## src/rtl/seg7_pkg.sv

```systemverilog
// Shared definitions for the four-digit multiplexed seven-segment scanner:
// digit count, digit index type and the hex-to-segment shape table.
package seg7_pkg;

  localparam int NUM_DIGITS = 4;

  typedef logic [1:0] digit_idx_t;

  // Segments a..g on bits 0..6, entry n is the shape for hex digit n.
  localparam logic [15:0][6:0] SEG_LUT = {
    7'h71, 7'h79, 7'h5E, 7'h39, 7'h7C, 7'h77, 7'h6F, 7'h7F,
    7'h07, 7'h7D, 7'h6D, 7'h66, 7'h4F, 7'h5B, 7'h06, 7'h3F
  };

  function automatic logic [NUM_DIGITS-1:0] onehot_idx(input digit_idx_t idx);
    return 4'b0001 << idx;
  endfunction

endpackage

```

## src/rtl/seg7_decode.sv

```systemverilog
// Combinational hex digit to seven-segment shape lookup.
module seg7_decode
  import seg7_pkg::*;
(
  input  logic [3:0] digit,
  output logic [6:0] seg
);

  assign seg = SEG_LUT[digit];

endmodule

```

## src/rtl/seg7_scanner.sv

```systemverilog
// Four-digit time-multiplexed seven-segment scanner with frame-synchronous
// display update, anti-ghosting gap and optional leading-zero blanking.
module seg7_scanner
  import seg7_pkg::*;
#(
  parameter int REFRESH_DIV = 12500
) (
  input  logic                  clk,
  input  logic                  rst,
  input  logic                  en,
  input  logic [15:0]           value,
  input  logic                  load,
  input  logic [NUM_DIGITS-1:0] dp_mask,
  input  logic                  blank_lz,
  output logic [6:0]            seg,
  output logic                  dp,
  output logic [NUM_DIGITS-1:0] digit_en,
  output logic                  frame_done
);

  localparam int CNT_W = $clog2(REFRESH_DIV);
  localparam logic [CNT_W-1:0] CNT_MAX = CNT_W'(REFRESH_DIV - 1);

  logic [CNT_W-1:0]      cnt_r;
  digit_idx_t            idx_r;
  logic [15:0]           pend_val_r;
  logic [NUM_DIGITS-1:0] pend_dp_r;
  logic [15:0]           disp_val_r;
  logic [NUM_DIGITS-1:0] disp_dp_r;
  logic [6:0]            seg_r;
  logic                  dp_r;
  logic [NUM_DIGITS-1:0] digit_en_r;
  logic                  frame_done_r;

  logic                  tick_s;
  logic                  wrap_s;
  logic [3:0]            cur_digit_s;
  logic                  blank_s;
  logic [6:0]            dec_seg_s;

  assign tick_s = en && (cnt_r == CNT_MAX);
  assign wrap_s = tick_s && (idx_r == 2'd3);

  // Slot prescaler and digit index; both freeze while scanning is disabled.
  always_ff @(posedge clk) begin
    if (rst) begin
      cnt_r <= '0;
      idx_r <= 2'd0;
    end else if (tick_s) begin
      cnt_r <= '0;
      idx_r <= idx_r + 2'd1;
    end else if (en) begin
      cnt_r <= cnt_r + 1'b1;
    end else begin
      cnt_r <= cnt_r;
      idx_r <= idx_r;
    end
  end

  // Pending buffer: the most recent load wins until the next frame boundary.
  always_ff @(posedge clk) begin
    if (rst) begin
      pend_val_r <= 16'h0000;
      pend_dp_r  <= 4'b0000;
    end else if (load) begin
      pend_val_r <= value;
      pend_dp_r  <= dp_mask;
    end else begin
      pend_val_r <= pend_val_r;
      pend_dp_r  <= pend_dp_r;
    end
  end

  // Display content only changes at the 3->0 wrap; a coincident load bypasses pending.
  always_ff @(posedge clk) begin
    if (rst) begin
      disp_val_r <= 16'h0000;
      disp_dp_r  <= 4'b0000;
    end else if (wrap_s) begin
      disp_val_r <= load ? value : pend_val_r;
      disp_dp_r  <= load ? dp_mask : pend_dp_r;
    end else begin
      disp_val_r <= disp_val_r;
      disp_dp_r  <= disp_dp_r;
    end
  end

  // Select the active nibble and decide whether it is a suppressed leading zero.
  always_comb begin
    cur_digit_s = 4'h0;
    blank_s     = 1'b0;
    case (idx_r)
      2'd0: begin
        cur_digit_s = disp_val_r[3:0];
        blank_s     = 1'b0;
      end
      2'd1: begin
        cur_digit_s = disp_val_r[7:4];
        blank_s     = blank_lz && (disp_val_r[15:4] == 12'h000);
      end
      2'd2: begin
        cur_digit_s = disp_val_r[11:8];
        blank_s     = blank_lz && (disp_val_r[15:8] == 8'h00);
      end
      2'd3: begin
        cur_digit_s = disp_val_r[15:12];
        blank_s     = blank_lz && (disp_val_r[15:12] == 4'h0);
      end
      default: begin
        cur_digit_s = 4'h0;
        blank_s     = 1'b0;
      end
    endcase
  end

  seg7_decode u_decode (
    .digit (cur_digit_s),
    .seg   (dec_seg_s)
  );

  // Output stage; the tick cycle produces a dark gap so the old segments never ghost.
  always_ff @(posedge clk) begin
    if (rst) begin
      seg_r        <= 7'h00;
      dp_r         <= 1'b0;
      digit_en_r   <= 4'b0000;
      frame_done_r <= 1'b0;
    end else if (!en || tick_s) begin
      seg_r        <= 7'h00;
      dp_r         <= 1'b0;
      digit_en_r   <= 4'b0000;
      frame_done_r <= wrap_s;
    end else begin
      seg_r        <= blank_s ? 7'h00 : dec_seg_s;
      dp_r         <= disp_dp_r[idx_r];
      digit_en_r   <= onehot_idx(idx_r);
      frame_done_r <= 1'b0;
    end
  end

  assign seg        = seg_r;
  assign dp         = dp_r;
  assign digit_en   = digit_en_r;
  assign frame_done = frame_done_r;

endmodule

```

## config.mk

```make
export PLATFORM = sky130hd
export DESIGN_NAME = seg7_scanner
export DESIGN_NICKNAME = d
export VERILOG_FILES = /design/src/rtl/seg7_pkg.sv /design/src/rtl/seg7_decode.sv /design/src/rtl/seg7_scanner.sv
export SDC_FILE = /design/constraint.sdc
export NUM_CORES = 1
export LEC_CHECK = 0
export CELL_PAD_IN_SITES_DETAIL_PLACEMENT = 1
export CELL_PAD_IN_SITES_GLOBAL_PLACEMENT = 2
export CORE_UTILIZATION = 34
export CTS_BUF_LIST = sky130_fd_sc_hd__clkbuf_16
export DETAILED_ROUTE_END_ITERATION = 16
export GPL_ROUTABILITY_DRIVEN = 0
export PLACE_DENSITY = 0.88
export SLEW_MARGIN = 10
export SYNTH_ARGS = -nofsm -noshare
export SYNTH_HDL_FRONTEND = slang
export SYNTH_SLANG_ARGS = --single-unit
```

## constraint.sdc

```tcl
create_clock -name clk -period 2.95 [get_ports clk]
set_input_delay 0.59 -clock clk [delete_from_list [all_inputs] [get_ports clk]]
set_output_delay 0.59 -clock clk [all_outputs]
set_load 0.005 [all_outputs]
```

==> results.cfg, run 1 <==
[run_status]
outcome = completed

[cts]
max-clock-path-buffers = 2
cts_tree = yes
cts-resized-gates = 0
holdBufCountCts = 0
clock_latency_ns = 0.33
clock-sinks = 69
cts_root_buffer = clkbuf_16
numCtsBuffers = 9
path_clk_slew_ns = 0.05
cts_max_level = 3
post-cts-setup-buffers = 0

[synth]
synthesis.area_per_instance_um2 = 9.773
synth-edff-count = 0
synth.distinct_cells = 41
yosysSeqAreaShare = 0.4680
syn_nets = 339
yosys_warnings = 0
synth_cells = 302
synth_area_um2 = 2952
ys_ff_latch = 69
synth_ff_type = dfxtp_1
synthArstFlopShare = 0

[worst_setup_path]
cp_data_arrival_time_ns = 2.65
critical-path-top-delay-family = compound AO/OA/AOI/OAI gates
crit_required_ns = 3.19
critPathKind = flop to flop
crit_buf_inv = 3
worst_setup_path_end_kind = flop
r2r_cells = 11
path_depth = 11
crit_path_start_kind = flop
crit_path_top_delay_cell = dfxtp_1
path_cells = inv_1, ha_1, a222oi_1, nand2_1, o21ai_0, buf_4, inv_1, ha_1, nand2_1, o21ai_0, a211oi_1
crit_fanout = 7
max_stage_delay_ns = 0.47

[cells_and_area]
stdcell_area_um2 = 3665
drive_above_1_share = 0.07625
syn_to_final_growth_pct = 24.16
diodes = 0
fin_nets = 373

[floorplanning]
die_w_um = 95.17
die_y_um = 95.17
coreArea_um2 = 8299
initial_core_util = 0.3556
rows = 33
die_area_um2 = 9057
io_pins = 38

[hold_path]
hold_depth = 2
hp-class = flop to flop

[placement]
numPortBuffers = 37
placed_area_um2 = 3406
place_hpwl_um = 4558

[flow_run]
max_cap_violations = 0

[sta]
setup_viol = 0
fmax_ghz = 0.4158
rsz0062_at_grt = false
tightest_slew_ns = 0.8501
finalSetupTns_ns = 0
period_minus_slack_ns = 2.405
hold_viol = 0
relSlewSlack = 0.4171
slew_viol_final = 0
finalCritPeriodShare = 0.8153
timing.clock.skew_ns = 0.003754

[routing]
vias_per_cell = 5.108
wirelength_um = 6520
dr.pass1.iters = 4
drt_iter0_drc = 71
wire_per_inst_um = 14.62
ant_nets = 0
drc = 0
vias = 2278

[pwr]
p_per_area_nw_per_um2 = 553.1
peakVddDrop_uv = 261.4
p_leak_nw = 1.414

[global_route]
overflow = 0
grt_max_degree = 55
grt_pass1_vias = 2267
grt_pass1_wl_um = 10830
grt_usage = 0.1579
antenna_found_initial = 0
## through the flow
step           utilization  hold slack, ns  power, mW  std cells  worst slack (ns)
5_1_grt             0.4416          0.5132      2.102        446            0.2771
4_1_cts             0.4416          0.5007      2.053        446            0.5186
3_3_place_gp        0.4104          0.4731      1.100        430            0.5632
3_5_place_dp        0.4104          0.4781      1.104        430            0.4543
2_1_floorplan            -          0.4542      1.045        302            0.7031
6_report            0.4416          0.4933      2.027        446            0.5447
## path summary, 6_finish.rpt
| check | start | endpoint | slack, ns |
|---|---|---|---|
| setup / recovery | idx_r[1] | seg[4] | 0.54 |
| hold / removal | pend_val_r[6] | pend_val_r[6] | 0.49 |
| hold reg to reg | pend_val_r[6] | pend_val_r[6] | 0.49 |
| setup reg to reg | idx_r[1] | seg[4] | 0.54 |
## area by class of cell
cell class / count / area, µm²
Multi-Input combinational cell: 208 / 1459
Fill cell: 964 / 4634
Tap cell: 105 / 131.4
Clock buffer: 9 / 225.2
Sequential cell: 69 / 1381
Clock inverter: 7 / 33.78
Inverter: 7 / 26.28
Timing Repair Buffer: 41 / 407.9
## synthesized netlist by cell type (2+ instances only)
cell / instances / area (µm²)
nand3b_1: 19 / 142.6
or4b_1: 2 / 20.02
and2_1: 2 / 12.51
dfxtp_1: 69 / 1381
buf_2: 5 / 25.02
nor4_1: 3 / 18.77
nand3_1: 6 / 30.03
nor3_1: 4 / 20.02
a221oi_1: 3 / 26.28
clkbuf_1: 11 / 41.29
ha_1: 12 / 150.1
nand2_1: 17 / 63.81
mux2i_1: 25 / 250.2
mux2_2: 2 / 22.52
a222oi_1: 3 / 30.03
o31ai_1: 18 / 135.1
and3_1: 4 / 25.02
xor2_1: 7 / 61.31
nand4_1: 3 / 18.77
inv_1: 6 / 22.52
o21ai_0: 5 / 25.02
nor2_1: 49 / 183.9
xnor2_1: 8 / 70.07
mux2_4: 2 / 30.03
## layer usage
| layer | track usage | share of wire | vias to the layer above |
|---|---|---|---|
| met4 | 0.06439 | 0.017 | 0 |
| met1 | 0.1975 | 0.49 | 1085 |
| met3 | 0.04067 | 0.034 | 11 |
| met2 | 0.2571 | 0.46 | 45 |
| met5 | 0 | 0 | - |
| li1 | - | - | 1137 |
## where the power goes
group / total [mW] / switching [mW] / leakage, nW / internal [mW]
clock: 0.944 / 0.390 / 0.131 / 0.554
sequential: 0.965 / 0.00814 / 0.562 / 0.957
combinational: 0.118 / 0.0529 / 0.721 / 0.0650
## flip-flops by register name, summed over array words and instances, names as in the netlist
| register | count |
|---|---|
| pend_dp_r | 4 |
| seg | 7 |
| dp | 1 |
| digit_en | 4 |
| cnt_r | 14 |
| disp_val_r | 16 |
| pend_val_r | 16 |
| frame_done | 1 |
| disp_dp_r | 4 |
| idx_r | 2 |
## logic make-up after synthesis
kind of cell,share of synthesized area
xor gates and xnor gates,0.04451
muxes,0.1102
and+or+nand+nor,0.1954
AOI/OAI and AO/OA,0.09326
DFF,0.4680
adders and majority gates,0.05087
buffers and inverters,0.03773
## worst register-to-register path, cell delays in order, from the launching register on
cell and delay, ns:
dfxtp_1 0.47, inv_1 0.14, ha_1 0.25, a222oi_1 0.35, nand2_1 0.10, o21ai_0 0.08, buf_4 0.18, inv_1 0.08
ha_1 0.25, nand2_1 0.08, o21ai_0 0.09, a211oi_1 0.25
## placed cells by master (no fill, tap or decap), types with 4 or more instances in the layout
cell type / netlist / routed
and3_1: 4 / 4
clkbuf_16: 0 / 9
clkdlybuf4s50_1: 0 / 36
dfxtp_1: 69 / 69
ha_1: 12 / 12
inv_1: 6 / 7
mux2i_1: 25 / 25
nand2_1: 17 / 17
nand3_1: 6 / 6
nand3b_1: 19 / 19
nor2_1: 49 / 49
nor3_1: 4 / 4
o21ai_0: 5 / 5
o31ai_1: 18 / 18
xnor2_1: 8 / 8
xor2_1: 7 / 7
Note: power is estimated with default switching activity, not from simulation.
==> inputs of run 2 (changes only) <==
- clock period: 2.95 -> 2.4 ns (I/O delays scaled with it)
==> run 2 against run 1 <==
- routed wire length decreased by 0.78%
- via count increased by 0.97%
- non-clock buffer count increased by 8
- combinational power increased by 29%
- fmax increased by 8.5%
- cell count increased by 1.6%
- die area unchanged
- first-iteration DRC count decreased by 1.4%
- global-route usage increased by 0.18 points
- flip-flop and latch count unchanged
- critical path depth decreased by 6
- total power increased by 30%
- critical path type unchanged
==> results.cfg, run 2 (synthesized netlist as in run 1, its figures left out) <==
[pwr]
p_leak_nw = 1.465
power_mw = 2.631
peakVddDrop_uv = 343.7
p_per_area_nw_per_um2 = 698.2

[cts]
path_clk_slew_ns = 0.06
numCtsBuffers = 9
cts_tree = yes
cts_max_level = 3
max-clock-path-buffers = 2
clock_latency_ns = 0.33
clock-sinks = 69
cts_root_buffer = clkbuf_16

[routing]
drc = 0
vias = 2300
drt_iter0_drc = 70
wirelength_um = 6469
vias_per_cell = 5.077
ant_nets = 0
dr.pass1.iters = 4
wire_per_inst_um = 14.28

[floorplanning]
coreArea_um2 = 8299
initial_core_util = 0.3556
die_w_um = 95.17
rows = 33
die_y_um = 95.17
io_pins = 38
die_area_um2 = 9057

[cells_and_area]
diodes = 0
syn_to_final_growth_pct = 27.64
fill_cells = 928
largestRegisters = disp_val_r x16, pend_val_r x16, cnt_r x14
final_cell_mix = 67 x dfxtp_1, 49 x nor2_1, 36 x clkdlybuf4s50_1, 25 x mux2i_1, 19 x nand3b_1
final_common_cell = dfxtp_1
fin_nets = 381
drive_above_1_share = 0.1149
stdcell_count = 453

[placement]
dp.cells = 437
numPortBuffers = 37
place_hpwl_um = 4556

[hold_path]
holdCritStartpoint = pend_val_r[12]
hold_depth = 2
worstHoldEndpoint = pend_val_r[12]
hp-class = flop to flop

[sta]
finalSetupTns_ns = 0
tightest_slew_ns = 0.5785
timing.clock.skew_ns = 0.007469
whs_ns = 0.4935
rsz0062_at_grt = false
period_minus_slack_ns = 2.217
relSlewSlack = 0.6117
setup_viol = 0
fmax_ghz = 0.4511
slew_viol_final = 0
hold_viol = 0
finalCritPeriodShare = 0.9237

[worst_setup_path]
crit_buf_inv = 1
critical-path-top-delay-family = simple AND/OR/NAND/NOR gates
r2r-start = cnt_r[3]
r2r-end = disp_val_r[9]
crit_path_top_delay_cell = or4b_1
max_stage_delay_ns = 0.53
worst_setup_path_end_kind = flop
reg2reg_slack_ns = 0.18
path_cells = or4b_1, nor4_2, nand3_1, buf_4, o31ai_1
cp_data_arrival_time_ns = 2.45
crit_required_ns = 2.64
crit_fanout = 34
crit_path_start_kind = flop
critPathKind = flop to flop
r2r_cells = 5

[global_route]
overflow = 0
grt_pass1_wl_um = 11010
grt_max_degree = 50
grt_usage = 0.1597
grt_pass1_vias = 2274
antenna_found_initial = 0

[flow_run]
max_cap_violations = 0

[run_status]
outcome = completed
[run 2: area by class of cell]
| class | count | area [µm²] | area share |
|---|---|---|---|
| flip-flops and latches | 69 | 1386 | 0.3680 |
| well taps | 105 | 131.4 | 0.03487 |
| clock buffers | 9 | 225.2 | 0.05978 |
| multi-input cells | 208 | 1465 | 0.3889 |
| inverters | 7 | 26.28 | 0.006974 |
| repair buffers | 49 | 467.9 | 0.1242 |
| clock inverters | 6 | 65.06 | 0.01727 |
[run 2: worst min-delay path, delay by kind of cell, from the launching register on]
kind / cells / cell delay [ns]
DFF: 1 / 0.31
muxes: 1 / 0.07
and+or+nand+nor: 1 / 0.08
[run 2: timing repair]
item,in CTS,in global routing
resized for setup,0,6
setup endpoints to repair,0,7
setup buffers,0,1
hold buffers,0,0
[run 2: metrics by stage]
| stage | cell area, µm² | setup WS [ns] | utilization |
|---|---|---|---|
| after CTS | 3749 | 0.01287 | 0.4517 |
| final | 3767 | 0.1830 | 0.4539 |
| after global placement | 3458 | 0.06389 | 0.4167 |
| after detailed placement | 3458 | 0.02046 | 0.4167 |
| after floorplan | 2952 | 0.1531 | - |
| after global routing | 3767 | 0.01044 | 0.4539 |
[run 2: routing by layer]
layer  wire, µm  track usage
met5          0            0
met3        220      0.03589
met1       3145       0.2077
met4        118      0.07197
met2       2985       0.2512
[run 2: where the power goes]
group	switching, mW	internal (mW)	leakage (nW)
clock	0.498	0.797	0.141
sequential	0.00931	1.17	0.563
combinational	0.0675	0.0843	0.761
[run 2: worst max path at each step]
stage	startpoint	to	slack (ns)	cells after the start
floorplan	idx_r[1]	seg[3]	0.15	9
CTS	idx_r[1]	seg[6]	0.01	10
finish	cnt_r[3]	disp_val_r[9]	0.18	5
detailed placement	idx_r[1]	seg[5]	0.02	10
global placement	idx_r[1]	seg[5]	0.06	10
global route	cnt_r[3]	disp_val_r[8]	0.01	5
